$ cat src/rtl/cnt_pkg.sv
// Shared types for the cnt library counters.
package cnt_pkg;

    localparam int unsigned CNT_DW_DEFAULT = 8;

    typedef enum logic {
        MODE_ONESHOT  = 1'b0,
        MODE_PERIODIC = 1'b1
    } cnt_mode_e;

    typedef enum logic {
        ST_IDLE = 1'b0,
        ST_RUN  = 1'b1
    } cnt_dn_state_e;

endpackage : cnt_pkg

$ cat src/rtl/counter_down_core.sv
// Count register with synchronous clear, load and decrement-if-nonzero.
module counter_down_core #(
    parameter int unsigned DW = 8
) (
    input  logic          clk,
    input  logic          rst_n,
    input  logic          clear,
    input  logic          load,
    input  logic [DW-1:0] load_val,
    input  logic          dec,
    output logic [DW-1:0] cnt,
    output logic          zero_c
);

    // Clear wins over load, load over decrement; zero never wraps.
    always_ff @(posedge clk or negedge rst_n) begin
        if (!rst_n) begin
            cnt <= '0;
        end else if (clear) begin
            cnt <= '0;
        end else if (load) begin
            cnt <= load_val;
        end else if (dec && (cnt != '0)) begin
            cnt <= cnt - DW'(1);
        end
    end

    assign zero_c = (cnt == '0);

endmodule : counter_down_core

$ cat src/rtl/counter_down_reload.sv
// Loadable down-counter/timer with one-shot and auto-reload modes.
module counter_down_reload
    import cnt_pkg::*;
#(
    parameter int unsigned DW = CNT_DW_DEFAULT
) (
    input  logic          clk,
    input  logic          rst_n,
    input  logic          load_valid,
    output logic          load_ready,
    input  logic [DW-1:0] load_val,
    input  logic          load_mode,
    input  logic          en,
    input  logic          stop,
    output logic [DW-1:0] cnt,
    output logic          bo,
    output logic          busy,
    output logic          done
);

    cnt_dn_state_e state_q, state_d;
    cnt_mode_e     mode_q, mode_d;
    logic [DW-1:0] reload_q, reload_d;
    logic          done_d;

    logic          core_clear;
    logic          core_load;
    logic [DW-1:0] core_val;
    logic          core_dec;
    logic          zero_c;
    logic          run;
    logic          accept;

    counter_down_core #(
        .DW (DW)
    ) u_core (
        .clk      (clk),
        .rst_n    (rst_n),
        .clear    (core_clear),
        .load     (core_load),
        .load_val (core_val),
        .dec      (core_dec),
        .cnt      (cnt),
        .zero_c   (zero_c)
    );

    always_ff @(posedge clk or negedge rst_n) begin
        if (!rst_n) begin
            state_q  <= ST_IDLE;
            mode_q   <= MODE_ONESHOT;
            reload_q <= '0;
            done     <= 1'b0;
        end else begin
            state_q  <= state_d;
            mode_q   <= mode_d;
            reload_q <= reload_d;
            done     <= done_d;
        end
    end

    // Priority: stop, then accept, then count/reload; a load may land on the borrow cycle.
    always_comb begin
        state_d    = state_q;
        mode_d     = mode_q;
        reload_d   = reload_q;
        done_d     = 1'b0;
        core_clear = 1'b0;
        core_load  = 1'b0;
        core_val   = reload_q;
        core_dec   = 1'b0;

        run        = (state_q == ST_RUN);
        busy       = run;
        bo         = run & en & zero_c & ~stop;
        load_ready = ~stop & (~run | bo);
        accept     = load_valid & load_ready;

        if (stop) begin
            state_d    = ST_IDLE;
            core_clear = 1'b1;
        end else if (accept) begin
            state_d   = ST_RUN;
            mode_d    = cnt_mode_e'(load_mode);
            reload_d  = load_val;
            core_load = 1'b1;
            core_val  = load_val;
        end else if (run && en) begin
            if (zero_c) begin
                if (mode_q == MODE_PERIODIC) begin
                    core_load = 1'b1;
                end else begin
                    state_d = ST_IDLE;
                    done_d  = 1'b1;
                end
            end else begin
                core_dec = 1'b1;
            end
        end
    end

endmodule : counter_down_reload

$ cat config.mk
export PLATFORM = sky130hd
export DESIGN_NAME = counter_down_reload
export DESIGN_NICKNAME = d
export VERILOG_FILES = /design/src/rtl/cnt_pkg.sv /design/src/rtl/counter_down_core.sv /design/src/rtl/counter_down_reload.sv
export SDC_FILE = /design/constraint.sdc
export NUM_CORES = 1
export LEC_CHECK = 0
export ABC_CLOCK_PERIOD_IN_PS = 6500
export CAP_MARGIN = 15
export CELL_PAD_IN_SITES_DETAIL_PLACEMENT = 1
export CELL_PAD_IN_SITES_GLOBAL_PLACEMENT = 1
export CORE_ASPECT_RATIO = 1.2
export CORE_MARGIN = 4
export CORE_UTILIZATION = 50
export CTS_BUF_LIST = sky130_fd_sc_hd__clkbuf_2
export DETAILED_ROUTE_END_ITERATION = 8
export DONT_BUFFER_PORTS = 1
export PLACE_DENSITY_LB_ADDON = 0.3
export SETUP_SLACK_MARGIN = 0.1
export SLEW_MARGIN = 20
export SYNTH_ARGS = -nofsm -noshare
export SYNTH_HDL_FRONTEND = slang
export SYNTH_HIERARCHICAL = 1
export SYNTH_SLANG_ARGS = --single-unit
$ cat constraint.sdc
create_clock -name clk -period 6.5 [get_ports clk]
set_input_delay 1.95 -clock clk [delete_from_list [all_inputs] [get_ports clk]]
set_output_delay 1.95 -clock clk [all_outputs]
set_load 0.05 [all_outputs]
=== Yosys cells after proc, flatten, opt, wreduce, memory -nomap -nowiden ===
Cells that the tools add are included.

* Register bits after elaboration: 19
* Bits of input ports: 14
* Word-level logic and storage cells: 49

* Bitwise logic cells: 8
* $add $sub $neg: 1
* Reduce and logical (&&, ||, !) cells: 9
* Muxes and demuxes: 25
* Equality and inequality tests: 1

{| class="wikitable"
|+ Operators by type and width
! kind !! number
|-
| two-way mux 8 bit || 5
|-
| two-way mux 1 bit || 20
|-
| nonzero test 3 bit || 3
|-
| zero test 8 bit || 1
|-
| nonzero test 8 bit || 1
|-
| subtractor 8 x 1 -> 8 bit, second input constant || 1
|-
| AND 1 bit || 5
|-
| != test 3 x 2 -> 1 bit, second input constant || 1
|-
| AND reduction 3 bit || 1
|-
| logical AND 1 bit || 2
|-
| inverter 1 bit || 2
|-
| AND reduction 2 bit || 1
|-
| bitwise OR 1 bit || 1
|}

=== Logic depth before layout (Yosys ltp) ===
* Word-level depth: 12
* Mapped depth: 13

=== Cells and area by module ===
The synthesis kept the hierarchy.

{| class="wikitable"
|+ By module, submodules not included
! module !! area each (um^2) !! times used !! cells an instance
|-
| counter_down_core || 555.5 || 1 || 61
|-
| counter_down_reload || 461.7 || 1 || 31
|}

=== Least setup slack after synthesis ===
No wires, ideal clock.

* Path type: input to output
* Start: input port en
* End: output port bo
* Cell stages on the path: 2
* Setup slack: 1.300 ns
* Arrival: 3.250 ns
* Path through: nand2_2 > nor3b_1

* Cells in the longest elaborated chain, start to end: 3

{| class="wikitable"
|+ Ends and longest elaborated chain
! element !! line !! RTL
|-
| from (decl) || counter_down_reload.sv:13 || <nowiki>input logic en,</nowiki>
|-
| AND 1 bit (3 in a row) || counter_down_reload.sv:74 || <nowiki>bo = run & en & zero_c & ~stop;</nowiki>
|-
| to (decl) || counter_down_reload.sv:16 || <nowiki>output logic bo,</nowiki>
|}

Every way passes these cells.

=== Final worst setup path ===
* Start: register u_core.cnt[0]
* End: output port load_ready

* Cells in the longest elaborated chain, start to end: 5

{| class="wikitable"
|+ Ends and longest elaborated chain
! element !! line !! RTL
|-
| from (decl) || counter_down_core.sv:11 || <nowiki>output logic [DW-1:0] cnt,</nowiki>
|-
| from (signal assigned) || counter_down_core.sv:22 || <nowiki>cnt <= load_val;</nowiki>
|-
| from (signal assigned) || counter_down_core.sv:24 || <nowiki>cnt <= cnt - DW'(1);</nowiki>
|-
| zero test 8 bit || counter_down_core.sv:28 || <nowiki>assign zero_c = (cnt == '0);</nowiki>
|-
| net zero_c || counter_down_reload.sv:30 || <nowiki>logic zero_c;</nowiki>
|-
| AND 1 bit (2 in a row) || counter_down_reload.sv:74 ||
|-
| bitwise OR 1 bit || counter_down_reload.sv:75 || <nowiki>load_ready = ~stop & (~run | bo);</nowiki>
|-
| AND 1 bit || counter_down_reload.sv:75 ||
|-
| to (decl) || counter_down_reload.sv:10 || <nowiki>output logic load_ready,</nowiki>
|}

The timed path passes the listed nets, and every way through them passes these cells.

==> flow_metrics.py <==
metrics = {
    "global_routing": {
        "grt_pass1_wl_um": 3726,
        "grt_pass1_vias": 789,
        "grt.total_usage_pct": 17.35,
        "grt_max_degree": 20,
        "antenna_found_initial": 0,
        "overflow": 0,
    },
    "timing": {
        "finalHoldViolCount": 0,
        "setup_viol": 0,
        "post-route-period-util_pct": 75.58,
        "setup-tns-final_ps": 0,
        "fmax_mhz": 203.6,
        "slew-limit-headroom_pct": 30.48,
        "tightest_slew_ps": 1046,
        "rsz0062_at_grt": "no",
        "finalClockSkew_ps": 12.46,
        "drv_slew": 0,
        "fin_crit_ps": 4913,
    },
    "logic_synthesis": {
        "synth_flop_cell": "dfrtp_1",
        "synth_top_family_by_area": "simple AND/OR/NAND/NOR gates",
        "synth_area_leaders": "dfrtp_1, mux2_2, a211oi_1, xnor2_1, nor4b_2",
        "async_flop_share_pct": 100.0,
        "yosys_warnings": 6,
        "synth_simple_gate_area_share_pct": 17.47,
        "syn_area_sq_um": 1017,
        "synth_compound_area_share_pct": 14.64,
        "synth_xor_area_share_pct": 4.305,
        "synth.distinct_cells": 33,
        "synth-seq-area-share_pct": 46.74,
        "yosysMostFrequentCell": "dfrtp_1",
        "avgSynthCellArea_sq_um": 11.06,
        "synth_edf_count": 0,
        "synthTopCellsByCount": "dfrtp_1, mux2_2, inv_1, a211oi_1, nand2_1",
        "netlist.area_leader.share_pct": 46.74,
        "synth.largest_area_cell": "dfrtp_1",
        "synth_mux_area_share_pct": 9.963,
        "synth-seq-cells": 19,
        "syn_inst": 92,
        "synth_nets": 108,
        "synthAdderAreaFrac_pct": 2.460,
    },
    "clock_network": {
        "cts_setup_buffers": 0,
        "clkTransAtPathRegs_ps": 190,
        "cts-root-buf": "clkbuf_2",
        "tritoncts": "yes",
        "insertion_delay_ps": 320,
        "htreeDepth": 1,
        "numCtsBuffers": 3,
        "holdBufCountCts": 0,
        "post_cts_resized": 0,
        "cts_buffer_depth": 2,
        "cts_sinks": 19,
    },
    "flow_run": {
        "cap_viol_max_count": 0,
    },
    "setup_path": {
        "worstPathBufferInverterCount": 2,
        "critPathTopFamily": "compound AO/OA/AOI/OAI gates",
        "r2r_start": "u_core/cnt[0]",
        "rrSetupSlack_ps": 2820,
        "cpPeakStageDelay_ps": 840,
        "ff2ff_path_depth": 11,
        "worstSetupStartpoint": "u_core/cnt[0]",
        "critPathCaptureType": "primary output",
        "crit_top_cell": "inv_1",
        "cp-start-kind": "flop",
        "r2r_end": "u_core/cnt[6]",
        "crit_required_ps": 4550,
        "crit_chain": "inv_1, ha_1, nor4b_2, nand2_1, inv_1, nand2_2, a21oi_1",
        "slowest_stage": "a21oi_1",
        "crit_type": "reg2out",
        "arrival_ps": 2960,
        "cp_max_fo": 5,
    },
    "layout": {
        "area_growth_pct": 2.952,
        "finalCoreUtilization_pct": 55.32,
        "n_antenna_cell": 0,
        "drive_gt1_share_pct": 25.81,
        "nets": 110,
        "n_fill_cell": 207,
        "fin_cells": 112,
    },
    "floorplan": {
        "die_h_um": 57.41,
        "initial_utilization_pct": 53.73,
        "fp-row-count": 17,
        "die_w_um": 49.18,
        "dieArea_sq_um": 2823,
        "ios": 26,
        "core_area_sq_um": 1893,
    },
    "placement": {
        "place.gp.congestion": 0.7769,
        "dp.cells": 108,
        "dpl.hpwl_um": 1747,
        "io_buffer_count": 0,
    },
    "detailed_routing": {
        "routedWlPerCell_um": 20.34,
        "wirelength_um": 2278,
        "via_per_inst": 6.482,
        "vias": 726,
        "ant_nets": 0,
        "drc": 0,
        "drt_iter0_drc": 4,
        "firstDrtPassIters": 4,
    },
    "power": {
        "cellPowerDensity_nw_per_um2": 284.6,
        "power_uw": 298.0,
        "ir_drop_mv": 0.1406,
        "p_leak_uw": 0.0004228,
    },
    "worst_hold_path": {
        "hold_end": "done",
        "hp-start": "mode_q",
        "hold_class": "reg2reg",
        "holdPathStages": 1,
    },
    "run_status": {
        "status": "finished, final reports clean",
    },
}
registers in the layout, summed over array words and instances (netlist names):
signal      cells
u_core/cnt      8
reload_q        8
done            1
busy            1
mode_q          1
kinds of logic (layout without fill, tap and decap cells):
logic type / count (synthesis) / in the layout
AOI/OAI and AO/OA: 19 / 19
xor gates and xnor gates: 5 / 5
adders and majority gates: 2 / 2
buffers and inverters: 10 / 11
DFF: 19 / 19
muxes: 9 / 9
and+or+nand+nor: 28 / 28
worst max path at each step:
stage | to | slack [ps] | cells after the start
after floorplan | bo | 1300 | 2
after global placement | load_ready | 1710 | 2
after detailed placement | load_ready | 1700 | 2
after CTS | load_ready | 1590 | 7
after global routing | load_ready | 1310 | 7
final | load_ready | 1590 | 7
final cells by class:
class	count	area (sq um)	area share [%]
Clock inverter	1	5.005	0.4779
Clock buffer	3	15.01	1.434
Inverter	7	26.28	2.509
Sequential cell	19	475.5	45.40
Tap cell	19	23.77	2.270
Multi-Input combinational cell	63	501.7	47.91
metrics by stage:
| step | setup WS (ps) | hold slack (ps) | area [sq um] |
|---|---|---|---|
| 3_5_place_dp | 1702 | 492.3 | 1027 |
| 4_1_cts | 1586 | 521.7 | 1047 |
| 5_1_grt | 1312 | 549.5 | 1047 |
| 3_3_place_gp | 1714 | 477.8 | 1027 |
| 6_report | 1587 | 514.4 | 1047 |
| 2_1_floorplan | 1300 | 443.3 | 1017 |
report_power, final:
part	total [uW]	switching, uW	internal, uW
Sequential	174	38.2	136
Combinational	72.4	39.7	32.7
Clock	51.4	37.4	14.0
Total	298	115	183
placed cells by master (no fill, tap or decap), types with 2 or more instances in the layout:
| cell type | instances |
|---|---|
| a211oi_1 | 6 |
| ha_1 | 2 |
| nor3b_1 | 2 |
| nand2_1 | 6 |
| inv_1 | 7 |
| a211oi_2 | 2 |
| dfrtp_1 | 19 |
| mux2_2 | 9 |
| xnor2_1 | 4 |
| nor4b_2 | 2 |
| a21oi_1 | 4 |
| nor3_1 | 3 |
| nor2_1 | 5 |
| clkbuf_2 | 3 |
routing by layer:
| layer | vias up | wire length, um | GRT usage (%) |
|---|---|---|---|
| met5 | - | 0 | 0 |
| met4 | 0 | 52 | 9.756 |
| met3 | 6 | 115 | 4.439 |
| met2 | 20 | 1202 | 30.46 |
| met1 | 364 | 907 | 18.82 |
| li1 | 336 | - | - |
Power figures use the tool's default switching activity.
